$ cat src/rtl/uart_tx_packet.sv
// Packet UART transmitter: sends up to MAX_BYTES latched bytes as back-to-back 8-bit frames,
// with optional parity, one or two stop bits and selectable byte order.
module uart_tx_packet #(
    parameter int CLOCKS_PER_BIT = 10,
    parameter int MAX_BYTES      = 14,
    parameter int PARITY_EN      = 0,
    parameter int PARITY_ODD     = 0,
    parameter int STOP_BITS      = 1,
    parameter int BYTE_ORDER     = 0
) (
    input  logic                   i_clock,
    input  logic                   i_reset_n,
    input  logic                   i_txBegin,
    input  logic [8*MAX_BYTES-1:0] i_txData,
    input  logic [7:0]             i_txDataLength,
    input  logic                   i_abort,
    output logic                   o_txBusy,
    output logic                   o_txSerial,
    output logic                   o_txDone,
    output logic                   o_txAborted,
    output logic                   o_lenError
);

    localparam int             CW        = (CLOCKS_PER_BIT > 1) ? $clog2(CLOCKS_PER_BIT) : 1;
    localparam logic [CW-1:0]  BIT_LAST  = CW'(CLOCKS_PER_BIT - 1);
    localparam logic [7:0]     MAX_LEN   = 8'(MAX_BYTES);
    localparam logic           STOP_LAST = 1'(STOP_BITS - 1);
    localparam logic           PAR_INIT  = 1'(PARITY_ODD);

    typedef enum logic [2:0] {
        S_IDLE,
        S_START,
        S_DATA,
        S_PARITY,
        S_STOP,
        S_DONE
    } state_t;

    state_t                 r_state;
    logic [CW-1:0]          r_bitCnt;
    logic [2:0]             r_bitIdx;
    logic                   r_stopCnt;
    logic [7:0]             r_byteCnt;
    logic [7:0]             r_len;
    logic [8*MAX_BYTES-1:0] r_data;
    logic [7:0]             r_shift;
    logic                   r_parity;

    logic [7:0] w_lenClamp;
    logic [7:0] w_firstIdx;
    logic [7:0] w_nextIdx;
    logic [7:0] w_firstByte;
    logic [7:0] w_nextByte;
    logic       w_bitEnd;
    logic       w_lastByte;
    logic       w_active;

    // Mux by comparison so an out-of-range index yields zero instead of a bad slice.
    function automatic logic [7:0] pick_byte(input logic [8*MAX_BYTES-1:0] data,
                                             input logic [7:0] idx);
        logic [7:0] b;
        b = '0;
        for (int unsigned k = 0; k < MAX_BYTES; k++) begin
            if (idx == 8'(k)) b = data[8*k +: 8];
        end
        return b;
    endfunction

    assign w_lenClamp  = (i_txDataLength > MAX_LEN) ? MAX_LEN : i_txDataLength;
    assign w_firstIdx  = (BYTE_ORDER != 0) ? 8'd0 : w_lenClamp - 8'd1;
    assign w_nextIdx   = (BYTE_ORDER != 0) ? r_byteCnt + 8'd1 : r_len - r_byteCnt - 8'd2;
    assign w_firstByte = pick_byte(i_txData, w_firstIdx);
    assign w_nextByte  = pick_byte(r_data, w_nextIdx);
    assign w_bitEnd    = (r_bitCnt == BIT_LAST);
    assign w_lastByte  = (r_byteCnt == r_len - 8'd1);
    assign w_active    = (r_state == S_START) || (r_state == S_DATA) ||
                         (r_state == S_PARITY) || (r_state == S_STOP);

    always_ff @(posedge i_clock or negedge i_reset_n) begin
        if (!i_reset_n) begin
            r_state     <= S_IDLE;
            r_bitCnt    <= '0;
            r_bitIdx    <= '0;
            r_stopCnt   <= 1'b0;
            r_byteCnt   <= '0;
            r_len       <= '0;
            r_data      <= '0;
            r_shift     <= '0;
            r_parity    <= 1'b0;
            o_txBusy    <= 1'b0;
            o_txSerial  <= 1'b1;
            o_txDone    <= 1'b0;
            o_txAborted <= 1'b0;
            o_lenError  <= 1'b0;
        end else begin
            o_txDone    <= 1'b0;
            o_txAborted <= 1'b0;
            o_lenError  <= 1'b0;
            if (i_abort && w_active) begin
                r_state     <= S_IDLE;
                r_bitCnt    <= '0;
                o_txSerial  <= 1'b1;
                o_txBusy    <= 1'b0;
                o_txAborted <= 1'b1;
            end else begin
                case (r_state)
                    S_IDLE: begin
                        if (i_txBegin) begin
                            r_data     <= i_txData;
                            r_len      <= w_lenClamp;
                            r_byteCnt  <= '0;
                            r_bitCnt   <= '0;
                            r_bitIdx   <= '0;
                            r_stopCnt  <= 1'b0;
                            o_lenError <= (i_txDataLength > MAX_LEN);
                            if (w_lenClamp == 8'd0) begin
                                r_state  <= S_DONE;
                                o_txDone <= 1'b1;
                            end else begin
                                r_state    <= S_START;
                                o_txBusy   <= 1'b1;
                                o_txSerial <= 1'b0;
                                r_shift    <= w_firstByte;
                                r_parity   <= (^w_firstByte) ^ PAR_INIT;
                            end
                        end
                    end
                    S_START: begin
                        if (w_bitEnd) begin
                            r_bitCnt   <= '0;
                            r_bitIdx   <= '0;
                            r_state    <= S_DATA;
                            o_txSerial <= r_shift[0];
                        end else begin
                            r_bitCnt <= r_bitCnt + CW'(1);
                        end
                    end
                    S_DATA: begin
                        if (w_bitEnd) begin
                            r_bitCnt <= '0;
                            if (r_bitIdx == 3'd7) begin
                                if (PARITY_EN != 0) begin
                                    r_state    <= S_PARITY;
                                    o_txSerial <= r_parity;
                                end else begin
                                    r_state    <= S_STOP;
                                    r_stopCnt  <= 1'b0;
                                    o_txSerial <= 1'b1;
                                end
                            end else begin
                                r_bitIdx   <= r_bitIdx + 3'd1;
                                r_shift    <= r_shift >> 1;
                                o_txSerial <= r_shift[1];
                            end
                        end else begin
                            r_bitCnt <= r_bitCnt + CW'(1);
                        end
                    end
                    S_PARITY: begin
                        if (w_bitEnd) begin
                            r_bitCnt   <= '0;
                            r_stopCnt  <= 1'b0;
                            r_state    <= S_STOP;
                            o_txSerial <= 1'b1;
                        end else begin
                            r_bitCnt <= r_bitCnt + CW'(1);
                        end
                    end
                    S_STOP: begin
                        if (w_bitEnd) begin
                            r_bitCnt <= '0;
                            if (r_stopCnt == STOP_LAST) begin
                                if (w_lastByte) begin
                                    r_state    <= S_DONE;
                                    o_txBusy   <= 1'b0;
                                    o_txDone   <= 1'b1;
                                    o_txSerial <= 1'b1;
                                end else begin
                                    // Next start bit follows the final stop cycle directly.
                                    r_byteCnt  <= r_byteCnt + 8'd1;
                                    r_shift    <= w_nextByte;
                                    r_parity   <= (^w_nextByte) ^ PAR_INIT;
                                    r_state    <= S_START;
                                    o_txSerial <= 1'b0;
                                end
                            end else begin
                                r_stopCnt <= 1'b1;
                            end
                        end else begin
                            r_bitCnt <= r_bitCnt + CW'(1);
                        end
                    end
                    S_DONE:  r_state <= S_IDLE;
                    default: r_state <= S_IDLE;
                endcase
            end
        end
    end

endmodule

$ cat config.mk
export PLATFORM = sky130hd
export DESIGN_NAME = uart_tx_packet
export DESIGN_NICKNAME = d
export VERILOG_FILES = /design/src/rtl/uart_tx_packet.sv
export SDC_FILE = /design/constraint.sdc
export NUM_CORES = 1
export LEC_CHECK = 0
export BUFFER_PORTS_ARGS = -buffer_cell sky130_fd_sc_hd__buf_2
export CORE_MARGIN = 2
export CORE_UTILIZATION = 35
export DETAILED_ROUTE_END_ITERATION = 16
export RECOVER_POWER = 25
export SLEW_MARGIN = 20
export SYNTH_ARGS = -nofsm -noshare
export SYNTH_HDL_FRONTEND = slang
export SYNTH_SLANG_ARGS = --single-unit
$ cat constraint.sdc
create_clock -name i_clock -period 8.5 [get_ports i_clock]
set_input_delay 0.85 -clock i_clock [delete_from_list [all_inputs] [get_ports i_clock]]
set_output_delay 0.85 -clock i_clock [all_outputs]
set_load 0.05 [all_outputs]
======== Word-level counts from Yosys, hierarchy flattened ========
Index checks and enable logic that the tools add are counted.
W data, S select, Z words.
storage, ports and cells
  bits in registers ....................... 152
  output and inout port bits .............. 5
  word-level logic and storage cells ...... 196
cells by class
  add/sub/neg operators ................... 7
  order comparisons ....................... 1
  eq/ne operators ......................... 52
  mux-type cells .......................... 97
  bitwise logic cells ..................... 1
  reduce and logical (&&, ||, !) cells .... 25
operators by type and width
  operator               number
  $mux W8                40
  $eq A8 B4 Y1 const B   12
  $eq A8 B3 Y1 const B   8
  $mux W3                14
  $eq A8 B2 Y1 const B   4
  $mux W1                31
  $logic_not A8 Y1       3
  $pmux W8 S3            1
  $ne A2 B2 Y1 const B   9
  $ne A3 B2 Y1 const B   6
  $reduce_and A6 Y1      3
  $eq A8 B1 Y1 const B   2
  $pmux W8 S2            1
  $sub A8 B1 Y8 const B  2
  $pmux W3 S5            1
  $reduce_and A7 Y1      2
  $mux W4                3
  $reduce_bool A3 Y1     4
  $pmux W3 S3            1
  $reduce_and A9 Y1      1
  $add A8 B1 Y8 const B  1
  $eq A8 B8 Y1           1
  $gt A8 B4 Y1 const B   1
  $pmux W4 S2            1
  other kinds (25)       31

======== Depth between registers and ports, before layout ========
  word-level depth ........................ 21
  gate-level depth with buffers ........... 15
  mapped depth without buffers ............ 13

======== Worst setup path after synthesis ========
OpenSTA, ideal clock, no wires.
  path type ............................... register to register
  from .................................... register r_byteCnt[1]
  to ...................................... register r_shift[1]
  library setup time ...................... 0.136 ns
  arrival time ............................ 3.119 ns
  required time ........................... 8.364 ns
  setup slack ............................. 5.246 ns
  stages on the path, launching flop included .. 13
  path buffers ............................ 1
  period minus slack after synthesis ...... 3.254 ns
  cells stage by stage .................... dfrtp_1 -> ha_1 -> inv_1 -> ha_1 -> fa_1 -> a21o_1 -> a21oi_1 -> xor2_1 -> nand4b_1 -> clkbuf_1 -> or4_1 -> a221oi_1 -> o221ai_2
between the ends
  cells in the longest elaborated chain, start to end .. 21
  elaborated cells between the ends (all ways) .. 37
  those cells by class .................... add/sub (2); eq/ne (15); mux (18); reduce/logical (2)
ends and longest elaborated chain
  what                    line  text
  from (decl)             43    logic [7:0] r_byteCnt;
  from (signal assigned)  180   r_byteCnt <= r_byteCnt + 8'd1;
  $sub A8 B8 Y8           71    assign w_nextIdx = (BYTE_ORDER != 0) ? r_byteCnt + 8'd1 : r_len - r_byteCnt - 8'd2;
  $sub A8 B2 Y8           71
  $logic_not A8 Y1        64    if (idx == 8'(k)) b = data[8*k +: 8];
  $mux W8 (14 in series)  64
  $mux W8                 173   if (w_lastByte) begin
  $mux W8                 172   if (r_stopCnt == STOP_LAST) begin
  $mux W8                 170   if (w_bitEnd) begin
  $pmux W8 S3             106   case (r_state)
  to (signal assigned)    123   r_shift <= w_firstByte;
  to (signal assigned)    152   r_shift <= r_shift >> 1;
  to (signal assigned)    181   r_shift <= w_nextByte;
  to (decl)               46    logic [7:0] r_shift;
Several ways; a longest one is shown, not always the timed one. The select of a mux whose other input is x is not followed.
A chain may end at the register's enable or synchronous reset.

==> results.md <==
- The run finished, with violations left.
- The checks that failed: capacitance limit, slew limit.
- Clock skew on the completed layout was measured at between 10 and 15 ps.
- The cell type group with the largest total delay on the critical path is buffers and inverters.
- The die is between 150 and 200 microns tall.
- In this run the remaining antenna-violating nets after routing total 0.
- The net count after synthesis is approximately 1100.
- The layout has about 2600 filler cells.
- The highest fanout seen on the critical path is 86.
- The largest area contributor in the synthesized netlist is sky130_fd_sc_hd__dfrtp_1.
- The delay of the slowest critical-path stage is ~3300 ps.
- The fmax is between 200 and 250 MHz.
- For this run, the post-layout net count is roughly 1200.
- The horizontal extent of the die is around 170 microns.
- A synthesized cell averages 9.90 sq um.
- The share of async-settable or async-resettable flops after synthesis is 100%.
- In the synthesized netlist the dominant register cell turns out to be sky130_fd_sc_hd__dfrtp_1.
- The detailed route wirelength on metal3 is 1.72 mm.
- Power spread over the standard cell area amounts to ~340 nW/um^2.
- Buffers inserted to repair hold after CTS numbered 0.
- For the final routed database, the setup TNS stands at 0 ps.
- For the pin with the worst max-slew slack, the measured transition is between 4000 and 5000 ps.
- The tool flagged a number of max-cap violations equal to 1.
- The buffer depth of the longest clock path is 2.
- The vias after detailed routing is slightly below 8000.
- The number of global-route vias before repair is roughly 7900.
- The latest clock arrival within the worst-skew pair is between 400 and 500 ps.
- The data required time at the worst endpoint is a little under 9000 ps.
- The count of endpoints failing hold in the final timing report is 0.
- The initial antenna violation count was 0.
- The worst setup path is launched from an input port.
- The number of buffer and inverter instances along the worst setup path is 2.
- Summed over all cells, the static leakage comes to roughly 4.5 nW.
- The core area is about 26000 sq um.
- The remaining routing DRC violations is 0.
- The total clock sinks is 151.
- The number of CTS-inserted buffers is 17.
- The yosys synthesis warning count is 0.
- The total number of H-tree levels is 4.
- Entering global routing, the biggest net connects 87 pins.
- The final critical-path share of the clock period is ~57%.
- The post-synthesis sequential element count is about 150.
- The worst-path cell with the longest stage delay is sky130_fd_sc_hd__clkbuf_1.
- The floorplan has between 50 and 60 rows.
- Among all cell types in the netlist, the one instantiated most often is sky130_fd_sc_hd__dfrtp_1.
- Input and output buffers added on the ports amount to ~130.
- During I/O placement, the number of pins put on the boundary was between 100 and 150.
- STA classifies the critical path endpoint as an async pin.
- Sorting the synthesized cells by how often they occur yields sky130_fd_sc_hd__dfrtp_1 (150), sky130_fd_sc_hd__mux2_2 (123), sky130_fd_sc_hd__nand2_1 (79).
- The worst path needs approximately 4900 ps of the cycle, external delays included.
- At the placement stage, the worst setup path has a slack of ~4500 ps.
- By area the synthesized netlist is led by sky130_fd_sc_hd__dfrtp_1 (41%), sky130_fd_sc_hd__mux2_2 (15%), sky130_fd_sc_hd__o21ai_0 (3.9%).
- In this run, distinct cell masters in the synthesized netlist total 70.
- The min-delay analysis places its worst path in the category reg2reg.
- The final setup slack of the worst path is roughly 3600 ps.
- Setup violations remaining at the end of the flow were counted as 0.
- The area enclosed by the die boundary is 27600 sq um.
- At the end of routability-driven placement, the weighted congestion stood at about 0.9.
- The routed wire length per instance is 20.5 microns.
- The first detailed-routing pass ran for 6 iterations.
- Setup repair after global routing left no endpoint under its margin.
- Compared with the post-synthesis result, the final layout area differs by 15.2%.
- The worst slew margin relative to its limit is -218%.
- The gate count of the mapped netlist is 929.
- In the final routing, the length of wire on met1 measures ~12 mm.
- Sequential cells were found to cover approximately 41% of the synthesized design area.
- The classification of the worst setup path is in2async.
- The initial standard-cell utilization of the core is 35.5%.
- The detailed placement HPWL is between 20 and 25 mm.
- Global routing finished with a remaining overflow of 0.
- The max-slew violation total from the final report is 87.
- Dividing the detail-routed via count by the number of cells gives ~5.7.
- Traced cell by cell, the critical path runs through clkbuf_1 > buf_4.
- The top layer used by detailed routing is met4.
- The number of cells upsized or downsized after cts is 0.
- Global routing used 20.5% of the available tracks.
- The first global-routing pass estimated about 45 mm of wire.
- Yosys mapped a number of flops with a built-in enable equal to 0.
- The total power of the final layout is between 0.003 and 0.004 W.
- Summed over all nets, wire length on met2 after detailed routing comes to approximately 13 mm.
- The arrival time at the worst endpoint is around 5300 ps.
- The clock transition time at the flip-flop clock pins of the worst setup and hold paths is about 70 ps.
- The clock tree from TritonCTS is yes.
- After detailed routing, the total wire length is around 28 mm.
- The post-route netlist has 30.4% of its cells at a drive strength greater than 1.
- The root buffer cell chosen for the clock tree is sky130_fd_sc_hd__clkbuf_16.
- The buffers inserted during post-CTS setup optimization is 0.
- Summing every instance area after synthesis gives 9200 sq um.
- In this run, the number of DRC markers left after iteration 0 of detailed routing was ~700.
- The final-layout worst hold slack is just under 500 ps.
- The worst ir drop on vdd is about 150 uV.
- The share of synthesized area in the top cell type comes to between 40% and 50%.
where the power goes:
group | internal [W] | switching [W]
registers | 0.00104 | 0.000199
logic | 0.000702 | 0.000905
clock network | 0.000381 | 0.000337
cell families (layout without fill, tap and decap cells):
group	Yosys count	count (layout)	synth area share (%)
buffers and inverters	98	202	4.65
xor gates and xnor gates	13	13	1.24
AOI/OAI and AO/OA	239	239	16.9
adders and majority gates	21	21	2.91
other	0	1	0
muxes	160	160	20.7
DFF	151	151	41.1
and+or+nand+nor	247	247	12.5
per-layer routing:
layer	vias up	track usage, %
met2	292	34.0
met4	0	5.29
met5	-	0
met1	3893	28.0
met3	28	3.27
li1	3615	-
state kept, by name, summed over array words and instances, names as in the netlist:
signal / cells
o_txAborted: 1
o_txBusy: 1
r_byteCnt: 8
r_bitIdx: 3
o_txDone: 1
r_bitCnt: 4
o_txSerial: 1
r_data: 112
r_len: 8
r_state: 3
o_lenError: 1
r_shift: 8
final timing paths:
kind	start	end	slack, ps	depth (start not counted)
max	i_reset_n	r_data[40]	3620	2
min	r_bitIdx[1]	r_bitIdx[1]	490	2
max reg2reg	r_byteCnt[1]	r_shift[1]	4400	11
min reg2reg	r_bitIdx[1]	r_bitIdx[1]	490	2
max in group i_clock	r_byteCnt[1]	r_shift[1]	4400	11
min in group asynchronous	i_reset_n	r_data[0]	2140	1
worst register-to-register path, stage by stage, from the launching register on:
cell and delay, ps:
sky130_fd_sc_hd__dfrtp_1 460, sky130_fd_sc_hd__ha_1 310, sky130_fd_sc_hd__inv_1 40, sky130_fd_sc_hd__ha_1 200
sky130_fd_sc_hd__fa_1 490, sky130_fd_sc_hd__a21o_1 220, sky130_fd_sc_hd__a21oi_1 170, sky130_fd_sc_hd__xor2_1 190
sky130_fd_sc_hd__nand4b_1 690, sky130_fd_sc_hd__or4_1 730, sky130_fd_sc_hd__a221oi_1 330, sky130_fd_sc_hd__o221ai_2 130
area by class of cell:
type                       count  area, sq um  area share (%)
antenna                        1         2.50          0.0236
clock buffer                  18          429            4.05
clock inverter                14          119            1.12
inverter                      30          113            1.06
multi-input combinational    680         5000            47.2
sequential                   151         3780            35.7
tap                          335          419            3.96
timing repair buffer         140          729            6.88
cells in the final DEF (no fill, tap or decap), types with 9 or more instances in the layout:
master,instances
sky130_fd_sc_hd__nor2b_1,11
sky130_fd_sc_hd__or3_1,11
sky130_fd_sc_hd__a21oi_1,48
sky130_fd_sc_hd__mux4_2,12
sky130_fd_sc_hd__mux2_2,123
sky130_fd_sc_hd__buf_4,12
sky130_fd_sc_hd__a211oi_1,12
sky130_fd_sc_hd__clkbuf_16,17
sky130_fd_sc_hd__a31oi_1,15
sky130_fd_sc_hd__ha_1,18
sky130_fd_sc_hd__mux2i_1,25
sky130_fd_sc_hd__dfrtp_1,150
sky130_fd_sc_hd__o22ai_1,9
sky130_fd_sc_hd__o31ai_1,9
sky130_fd_sc_hd__nor2_1,65
sky130_fd_sc_hd__nor3_1,21
sky130_fd_sc_hd__buf_2,127
sky130_fd_sc_hd__o21ai_0,72
sky130_fd_sc_hd__nand2_1,79
sky130_fd_sc_hd__inv_1,30
sky130_fd_sc_hd__nand3_1,24
stage by stage:
step / utilization (%) / instances / area [sq um]
2_1_floorplan: - / 929 / 9200
3_3_place_gp: 38.8 / 1336 / 10100
3_5_place_dp: 38.8 / 1336 / 10100
4_1_cts: 40.9 / 1368 / 10600
5_1_grt: 40.9 / 1368 / 10600
6_report: 40.9 / 1369 / 10600
Note: power is estimated with default switching activity, not from simulation.
